### config.mk
export PLATFORM = sky130hd
export DESIGN_NAME = dram_page_ctrl_fsm
export DESIGN_NICKNAME = d
export VERILOG_FILES = /design/src/rtl/dram_page_ctrl_fsm.sv
export SDC_FILE = /design/constraint.sdc
export NUM_CORES = 1
export LEC_CHECK = 0
export BUFFER_PORTS_ARGS = -buffer_cell sky130_fd_sc_hd__buf_2
export CAP_MARGIN = 20
export CORE_MARGIN = 3
export CORE_UTILIZATION = 35
export DETAILED_ROUTE_END_ITERATION = 6
export PLACE_DENSITY = 0.62
export SETUP_SLACK_MARGIN = 0.3
export SLEW_MARGIN = 10
export SYNTH_ARGS = -nofsm -noshare
export SYNTH_HDL_FRONTEND = slang
export SYNTH_SLANG_ARGS = --single-unit
### constraint.sdc
create_clock -name clk -period 1.9 [get_ports clk]
set_input_delay 0.285 -clock clk [delete_from_list [all_inputs] [get_ports clk]]
set_output_delay 0.285 -clock clk [all_outputs]
set_load 0.05 [all_outputs]
### src/rtl/dram_page_ctrl_fsm.sv
// rtl/dram_page_ctrl_fsm.sv - open-page DRAM command sequencer
// Tracks the open row per bank, issues PRE/ACT only on page miss, column bursts with in-row wrap, PREA/REF refresh.
module dram_page_ctrl_fsm #(
  parameter int NUMBER_OF_BANKS = 8,
  parameter int NUMBER_OF_ROWS  = 128,
  parameter int NUMBER_OF_COLS  = 8,
  parameter int BURST_LEN       = 4,
  parameter int TRP             = 2,
  parameter int TRCD            = 2,
  parameter int TRFC            = 8,
  localparam int BW = $clog2(NUMBER_OF_BANKS),
  localparam int RW = $clog2(NUMBER_OF_ROWS),
  localparam int CW = $clog2(NUMBER_OF_COLS)
) (
  input  logic          clk,
  input  logic          rst_b,
  input  logic          addr_val,
  input  logic          rw,
  input  logic [BW-1:0] bank_id,
  input  logic [RW-1:0] row_id,
  input  logic [CW-1:0] col_id,
  input  logic          refresh_flag,
  input  logic          cmd_ack,
  output logic          addr_ack,
  output logic          cmd_req,
  output logic [2:0]    cmd,
  output logic [BW-1:0] cmd_bank,
  output logic [RW-1:0] cmd_row,
  output logic [CW-1:0] cmd_col,
  output logic          busy,
  output logic          refresh_done
);
  localparam int TMAX = (TRFC > TRP) ? ((TRFC > TRCD) ? TRFC : TRCD) : ((TRP > TRCD) ? TRP : TRCD);
  localparam int WW   = $clog2(TMAX) + 1;
  localparam int KW   = $clog2(BURST_LEN) + 1;

  localparam logic [2:0] CMD_NOP  = 3'd0;
  localparam logic [2:0] CMD_ACT  = 3'd1;
  localparam logic [2:0] CMD_RD   = 3'd2;
  localparam logic [2:0] CMD_WR   = 3'd3;
  localparam logic [2:0] CMD_PRE  = 3'd4;
  localparam logic [2:0] CMD_PREA = 3'd5;
  localparam logic [2:0] CMD_REF  = 3'd6;

  typedef enum logic [3:0] {
    S_IDLE, S_PRE, S_PRE_WAIT, S_ACT, S_ACT_WAIT, S_COL,
    S_REF_PREA, S_PREA_WAIT, S_REF_CMD, S_REF_WAIT
  } state_t;

  state_t                      state_q, state_d;
  logic [WW-1:0]               wait_q, wait_d;
  logic [KW-1:0]               beat_q, beat_d;
  logic                        rw_q, rw_d;
  logic [BW-1:0]               bank_q, bank_d;
  logic [RW-1:0]               row_q, row_d;
  logic [CW-1:0]               col_q, col_d;
  logic [NUMBER_OF_BANKS-1:0]  open_valid_q, open_valid_d;
  logic [RW-1:0]               open_row_q [NUMBER_OF_BANKS];
  logic [RW-1:0]               open_row_d [NUMBER_OF_BANKS];
  logic                        refresh_pend_q, refresh_pend_d;
  logic                        addr_ack_q, addr_ack_d;
  logic                        cmd_req_q, cmd_req_d;
  logic [2:0]                  cmd_q, cmd_d;
  logic [BW-1:0]               cmd_bank_q, cmd_bank_d;
  logic [RW-1:0]               cmd_row_q, cmd_row_d;
  logic [CW-1:0]               cmd_col_q, cmd_col_d;
  logic                        busy_q, busy_d;
  logic                        refresh_done_q, refresh_done_d;
  logic                        ack, refresh_req, capture;

  assign ack         = cmd_req_q & cmd_ack;
  assign refresh_req = refresh_pend_q | refresh_flag;

  always_ff @(posedge clk or negedge rst_b) begin
    if (!rst_b) begin
      state_q        <= S_IDLE;
      wait_q         <= '0;
      beat_q         <= '0;
      rw_q           <= 1'b0;
      bank_q         <= '0;
      row_q          <= '0;
      col_q          <= '0;
      open_valid_q   <= '0;
      for (int i = 0; i < NUMBER_OF_BANKS; i++) open_row_q[i] <= '0;
      refresh_pend_q <= 1'b0;
      addr_ack_q     <= 1'b0;
      cmd_req_q      <= 1'b0;
      cmd_q          <= CMD_NOP;
      cmd_bank_q     <= '0;
      cmd_row_q      <= '0;
      cmd_col_q      <= '0;
      busy_q         <= 1'b0;
      refresh_done_q <= 1'b0;
    end else begin
      state_q        <= state_d;
      wait_q         <= wait_d;
      beat_q         <= beat_d;
      rw_q           <= rw_d;
      bank_q         <= bank_d;
      row_q          <= row_d;
      col_q          <= col_d;
      open_valid_q   <= open_valid_d;
      open_row_q     <= open_row_d;
      refresh_pend_q <= refresh_pend_d;
      addr_ack_q     <= addr_ack_d;
      cmd_req_q      <= cmd_req_d;
      cmd_q          <= cmd_d;
      cmd_bank_q     <= cmd_bank_d;
      cmd_row_q      <= cmd_row_d;
      cmd_col_q      <= cmd_col_d;
      busy_q         <= busy_d;
      refresh_done_q <= refresh_done_d;
    end
  end

  always_comb begin
    state_d        = state_q;
    wait_d         = wait_q;
    beat_d         = beat_q;
    rw_d           = rw_q;
    bank_d         = bank_q;
    row_d          = row_q;
    col_d          = col_q;
    open_valid_d   = open_valid_q;
    open_row_d     = open_row_q;
    refresh_pend_d = refresh_pend_q | refresh_flag;
    capture        = 1'b0;
    case (state_q)
      S_IDLE: begin
        if (refresh_req) begin
          state_d = (|open_valid_q) ? S_REF_PREA : S_REF_CMD;
        end else if (addr_val) begin
          capture = 1'b1;
          rw_d    = rw;
          bank_d  = bank_id;
          row_d   = row_id;
          col_d   = col_id;
          beat_d  = '0;
          if (open_valid_q[bank_id]) state_d = (open_row_q[bank_id] == row_id) ? S_COL : S_PRE;
          else                       state_d = S_ACT;
        end
      end
      S_PRE: if (ack) begin
        open_valid_d[bank_q] = 1'b0;
        wait_d               = WW'(TRP - 1);
        state_d              = S_PRE_WAIT;
      end
      S_ACT: if (ack) begin
        open_valid_d[bank_q] = 1'b1;
        open_row_d[bank_q]   = row_q;
        wait_d               = WW'(TRCD - 1);
        state_d              = S_ACT_WAIT;
      end
      S_COL: if (ack) begin
        // Column wraps inside the row by natural CW-bit overflow.
        col_d = col_q + CW'(1);
        if (beat_q == KW'(BURST_LEN - 1)) state_d = S_IDLE;
        else                              beat_d  = beat_q + KW'(1);
      end
      S_REF_PREA: if (ack) begin
        open_valid_d = '0;
        wait_d       = WW'(TRP - 1);
        state_d      = S_PREA_WAIT;
      end
      S_REF_CMD: if (ack) begin
        refresh_pend_d = refresh_flag;
        wait_d         = WW'(TRFC - 1);
        state_d        = S_REF_WAIT;
      end
      S_PRE_WAIT, S_ACT_WAIT, S_PREA_WAIT, S_REF_WAIT: begin
        if (wait_q == '0) begin
          case (state_q)
            S_PRE_WAIT:  state_d = S_ACT;
            S_ACT_WAIT:  state_d = S_COL;
            S_PREA_WAIT: state_d = S_REF_CMD;
            default:     state_d = S_IDLE;
          endcase
        end else begin
          wait_d = wait_q - WW'(1);
        end
      end
      default: state_d = S_IDLE;
    endcase
  end

  // A command is held until acked; the ack cycle drops cmd_req so every command sees a low gap.
  always_comb begin
    cmd_req_d      = 1'b0;
    cmd_d          = CMD_NOP;
    cmd_bank_d     = '0;
    cmd_row_d      = '0;
    cmd_col_d      = '0;
    addr_ack_d     = capture;
    busy_d         = (state_d != S_IDLE);
    refresh_done_d = (state_q == S_REF_WAIT) && (state_d == S_IDLE);
    if (!ack) begin
      case (state_q)
        S_PRE:      begin cmd_req_d = 1'b1; cmd_d = CMD_PRE; cmd_bank_d = bank_q; end
        S_ACT:      begin cmd_req_d = 1'b1; cmd_d = CMD_ACT; cmd_bank_d = bank_q; cmd_row_d = row_q; end
        S_COL:      begin
          cmd_req_d  = 1'b1;
          cmd_d      = rw_q ? CMD_WR : CMD_RD;
          cmd_bank_d = bank_q;
          cmd_col_d  = col_q;
        end
        S_REF_PREA: begin cmd_req_d = 1'b1; cmd_d = CMD_PREA; end
        S_REF_CMD:  begin cmd_req_d = 1'b1; cmd_d = CMD_REF; end
        default:    ;
      endcase
    end
  end

  assign addr_ack     = addr_ack_q;
  assign cmd_req      = cmd_req_q;
  assign cmd          = cmd_q;
  assign cmd_bank     = cmd_bank_q;
  assign cmd_row      = cmd_row_q;
  assign cmd_col      = cmd_col_q;
  assign busy         = busy_q;
  assign refresh_done = refresh_done_q;
endmodule
==> reports/metrics.yaml, run 1 <==
outcome: "finished, violations left"
violations: "setup timing"
cts_buffers: 9
grt_use_total_pct: 17.2
place_congestion: 0.853
drtPass1Iterations: 4
nFillCells: 1285
core_area_mm2: 0.0149
ioPinCount: 39
crit_path_start: "wait_q[0]$_DFFE_PN0P_"
cts-root-buf: "clkbuf_16"
layout_commonest_cell: "dfrtp_1"
die_w_um: 131
grt_setup_unrepaired: "true"
nNetsFinal: 585
timing.final.crit_share_pct: 107
syn2layout_area_growth_pct: 37.7
initial_core_util_pct: 36.6
dp_slack_ps: -140
vias_per_cell: 5.42
ir_drop_uv: 571
final_area_mm2: 0.00750
hp-start: "rw"
fin_util_pct: 50.4
async_flop_share_pct: 100
antenna_cells: 0
p_leak_nw: 3.70
drive_above_1_share_pct: 48.8
grt_pass1_wl_um: 22700
startpoint_type: "flip-flop"
numPortBuffers: 38
finalClockSkew_ps: 6.48
first_iter_violations: 237
grt_max_degree: 43
drt_wl_total_um: 14300
wl_per_cell_um: 19.1
powerDensity_mw_per_mm2: 924
globalRoute.totalOverflow: 0
vias: 4063
cts_max_path_buffers: 2
htreeDepth: 3
die_area_mm2: 0.0171
layout_setup_ws_ps: -131
seq_area_frac_synth_pct: 50.6
crit_path_max_fanout: 5
clk_pin_slew_ps: 70
die_h_um: 131
insertion_delay_ps: 360
synthFlopType: "dfrtp_1"
hp-class: "input pin to flip-flop"
yosysTopAreaCellShare_pct: 50.6
finalHoldViolations: 0
syn_area_mm2: 0.00544
setup.worst_path.end_class: "flip-flop"
maxCapViolations: 0
fmax_mhz: 492
hold_ws_ps: 113
ys_seq_elements: 110
cts_tree: "built"
dp_hpwl_um: 9120
crit_type: "flip-flop to flip-flop"
yosys.area.top_type: "dfrtp_1"
synth_edf_count: 0
arrival_ps: 2280
cts.sink_count: 110
grt_pass1_vias: 4365
layout_common_cells: "106 x dfrtp_1, 63 x mux2_4, 57 x buf_4"
syn_nets: 482
netlist_top_cells_area: "dfrtp_1 51%, mux2_2 15%, mux2i_1 3.9%"
drtAntennaViolNets: 0
synth_warnings: 0
antenna_found_initial: 0
slew_headroom_pct: 68.8
period_needed_ps: 2030
finalSetupViolCount: 6
r2r_start: "wait_q[0]$_DFFE_PN0P_"
slew_viol_final: 0
avgSynthCellArea_um2: 11.9
placed_cell_area_mm2: 0.00636
drc: 0
synth_cell_types: 60
syn_inst: 458
fin_tns_setup_ps: -456
worstPathRequired_ps: 2150
std_cell_rows: 44
tightest_slew_ps: 463
## what timing repair did
item | in CTS | in global routing
setup buffers | 17 | 9
hold buffers | 1 | 0
pin swaps | 21 | 18
gates cloned | 1 | 0
hold endpoints to repair | 28 | 0
gates resized for setup | 110 | 33
endpoints found under the setup margin | 93 | 103
## per-stage QoR
step | total power, mW | cells
6_report | 6.93 | 750
5_1_grt | 7.23 | 750
4_1_cts | 6.68 | 741
3_5_place_dp | 4.39 | 706
3_3_place_gp | 4.34 | 706
2_1_floorplan | 3.79 | 458
## layout make-up
cell class	count	area, um2	area share, %
Multi-Input combinational cell	306	3100	41.4
Sequential cell	110	2760	36.8
Inverter	11	41.3	0.551
Tap cell	184	230	3.07
Clock inverter	6	77.6	1.03
Clock buffer	10	229	3.05
Timing Repair Buffer	123	1060	14.1
## cells in the mapped netlist, drive strengths merged, types with 4 or more instances
cell    number
nor3         7
xor2         4
mux2        71
nand2b       8
nor4         6
mux4         9
nor2b        6
nand3        4
a21o         6
o21ai       19
nor2        27
o22ai        7
or3          4
mux2i       21
a21oi        8
ha           5
nand2       31
buf         19
and2        13
clkbuf      12
dfrtp      110
inv         11
a22o         6
## registers in the layout (all words and copies together), names as in the netlist
signal          count
addr_ack            1
bank_q              3
beat_q              3
busy                1
cmd                 3
cmd_bank            3
cmd_col             3
cmd_req             1
cmd_row             7
col_q               3
open_row_q         56
open_valid_q        8
refresh_done        1
refresh_pend_q      1
row_q               7
rw_q                1
state_q             4
wait_q              4
## power breakdown
group | switching [mW] | internal (mW)
logic | 1.19 | 1.11
registers | 0.176 | 2.49
clock network | 0.910 | 1.05
total | 2.27 | 4.65
## per-layer routing
metal  GRT usage [%]  up-vias  wire [um]
met5               0        -          0
met4            7.62        0        353
met3            3.62       28        510
met2            28.7      101       7220
met1            21.5     2075       6240
li1                -     1859          -
## critical path, cell delays in order (launching register included)
cell	delay (ps)
dfrtp_1	400
inv_2	90
ha_4	130
or3b_4	420
a22o_1	230
a22oi_2	210
o21ai_2	120
a221o_1	320
## worst paths after layout
check | end | slack (ps) | depth (start not counted)
setup / recovery | wait_q[2]$_DFFE_PN0P_ | -130 | 7
hold / removal | rw_q$_DFFE_PN0P_ | 110 | 3
setup reg to reg | wait_q[2]$_DFFE_PN0P_ | -130 | 7
hold reg to reg | refresh_pend_q$_DFF_PN0_ | 490 | 1
max in group asynchronous | open_row_q[47]$_DFFE_PN0P_ | 900 | 3
min in group asynchronous | cmd[0]$_DFF_PN0_ | 410 | 2
## kinds of logic after synthesis
logic type | count (synthesis) | synth area share [%]
simple gates | 122 | 12.0
xor+xnor | 6 | 0.965
buf+inv | 42 | 3.47
mux | 101 | 22.8
fa+ha+maj | 5 | 1.15
compound gates | 72 | 9.10
flops | 110 | 50.6
Power figures use the tool's default switching activity.
==> inputs of run 2 (changes only) <==
- HOLD_SLACK_MARGIN: not set -> 0.15
- RECOVER_POWER: not set -> 50
==> run 2 against run 1 <==
The flow still finishes with violations (setup timing). Maximum frequency fell by 1.0%. Routed wire length rose by 0.87%. Sequential cell count did not move. Via count rose by 0.57%. Critical path type unchanged. Critical endpoint is now busy$_DFF_PN0_. Largest cell class unchanged. Highest routed layer unchanged.
==> reports/metrics.yaml, run 2 (synthesis results as in run 1) <==
outcome: "finished, violations left"
violations: "setup timing"
insertion_delay_ps: 360
r2r_slack_ps: -150
hold_ws_ps: 171
nFillCells: 1289
worstReg2RegEnd: "busy$_DFF_PN0_"
dp_hpwl_um: 9120
arrival_ps: 2260
initial_core_util_pct: 36.6
cts_buffers: 9
antenna_found_initial: 0
crit_type: "flip-flop to flip-flop"
die_w_um: 131
syn2layout_area_growth_pct: 37.6
grt_use_total_pct: 17.2
place_congestion: 0.853
finalSetupViolCount: 5
max_flop_register: "open_row_q"
hp-class: "input pin to flip-flop"
drc: 0
die_h_um: 131
drive_above_1_share_pct: 48.6
multiInputGateArea_mm2: 0.00310
first_iter_violations: 225
finalHoldViolations: 0
slew_viol_final: 0
power_mw: 6.93
globalRoute.totalOverflow: 0
cts_tree: "built"
fin_util_pct: 50.4
layout_common_cells: "106 x dfrtp_1, 63 x mux2_4, 56 x buf_4"
wl_per_cell_um: 19.2
dp_slack_ps: -140
crit_path_max_fanout: 5
nNetsFinal: 587
final-seq-area_mm2: 0.00276
timing.final.crit_share_pct: 108
layoutNonFillerInstCount: 752
grt_max_degree: 43
drt_wl_total_um: 14400
setup.worst_path.end_class: "flip-flop"
antenna_cells: 0
crit_path_start: "wait_q[0]$_DFFE_PN0P_"
fmax_mhz: 487
r2r_start: "wait_q[0]$_DFFE_PN0P_"
vias_per_cell: 5.43
top_regs: "open_row_q: 56 flops, open_valid_q: 8 flops"
cts-root-buf: "clkbuf_16"
vias: 4086
reg2reg_depth: 8
powerDensity_mw_per_mm2: 925
tightest_slew_ps: 765
layout_setup_ws_ps: -152
grt_setup_unrepaired: "true"
cts_max_path_buffers: 2
die_area_mm2: 0.0171
drtAntennaViolNets: 0
maxCapViolations: 0
largest_reg_flops: 56
startpoint_type: "flip-flop"
crit_end: "busy$_DFF_PN0_"
ioPinCount: 39
p_leak_nw: 3.70
numPortBuffers: 38
cts.sink_count: 110
slew_headroom_pct: 49.0
htreeDepth: 3
dp.cells: 706
grt_pass1_wl_um: 22700
core_area_mm2: 0.0149
ir_drop_uv: 571
grt_pass1_vias: 4360
layout_commonest_cell: "dfrtp_1"
finalClockSkew_ps: 7.73
worstPathRequired_ps: 2110
clk_pin_slew_ps: 80
std_cell_rows: 44
period_needed_ps: 2050
drtPass1Iterations: 4
[run 2: worst max-delay path, stage by stage (launching register included)]
cell and delay (ps):
dfrtp_1 400, inv_2 90, ha_4 130, or3b_4 420
mux2i_4 200, buf_4 150, a221oi_2 70, nor4_2 240
o221ai_1 190
[run 2: area by class of cell]
class | count | area share [%]
multi-input combinational | 306 | 41.4
sequential | 110 | 36.8
timing repair buffer | 125 | 14.1
tap | 184 | 3.07
clock buffer | 10 | 3.06
clock inverter | 6 | 1.04
inverter | 11 | 0.551
[run 2: where the power goes]
group	internal, mW	leakage [nW]	switching, mW	total [mW]
Combinational	1.10	2.05	1.19	2.30
Clock	1.05	0.147	0.913	1.96
Sequential	2.49	1.50	0.178	2.67
Total	4.64	3.70	2.29	6.93
[run 2: through the flow]
stage                     area [um2]  TNS [ps]
after floorplan                 5590     -4.18
after global placement          6360      -127
after detailed placement        6360     -1030
after CTS                       7300      -145
after global routing            7490     -1080
final                           7490      -524
[run 2: repair_timing]
item,in CTS,in global routing
endpoints found under the setup margin,93,103
pin swaps,21,18
hold endpoints to repair,30,0
gates cloned,1,0
hold buffers,3,0
gates resized for setup,110,33
setup buffers,17,9
[run 2: worst min-delay path by stage]
stage,from,to,slack [ps],depth (start not counted)
after floorplan,rst_b,addr_ack$_DFF_PN0_,-10,0
after global placement,rst_b,cmd_col[1]$_DFF_PN0_,250,1
after detailed placement,rst_b,cmd_col[1]$_DFF_PN0_,260,1
after CTS,row_id[0],row_q[0]$_DFFE_PN0P_,160,3
after global routing,row_id[0],row_q[0]$_DFFE_PN0P_,180,3
final,row_id[0],row_q[0]$_DFFE_PN0P_,170,3
[run 2: routing by layer]
layer	track usage, %	vias up	share of wire, %
li1	-	1858	-
met1	21.6	2103	43
met2	28.7	100	51
met3	3.62	25	3.4
met4	7.62	0	2.4
met5	0	-	0
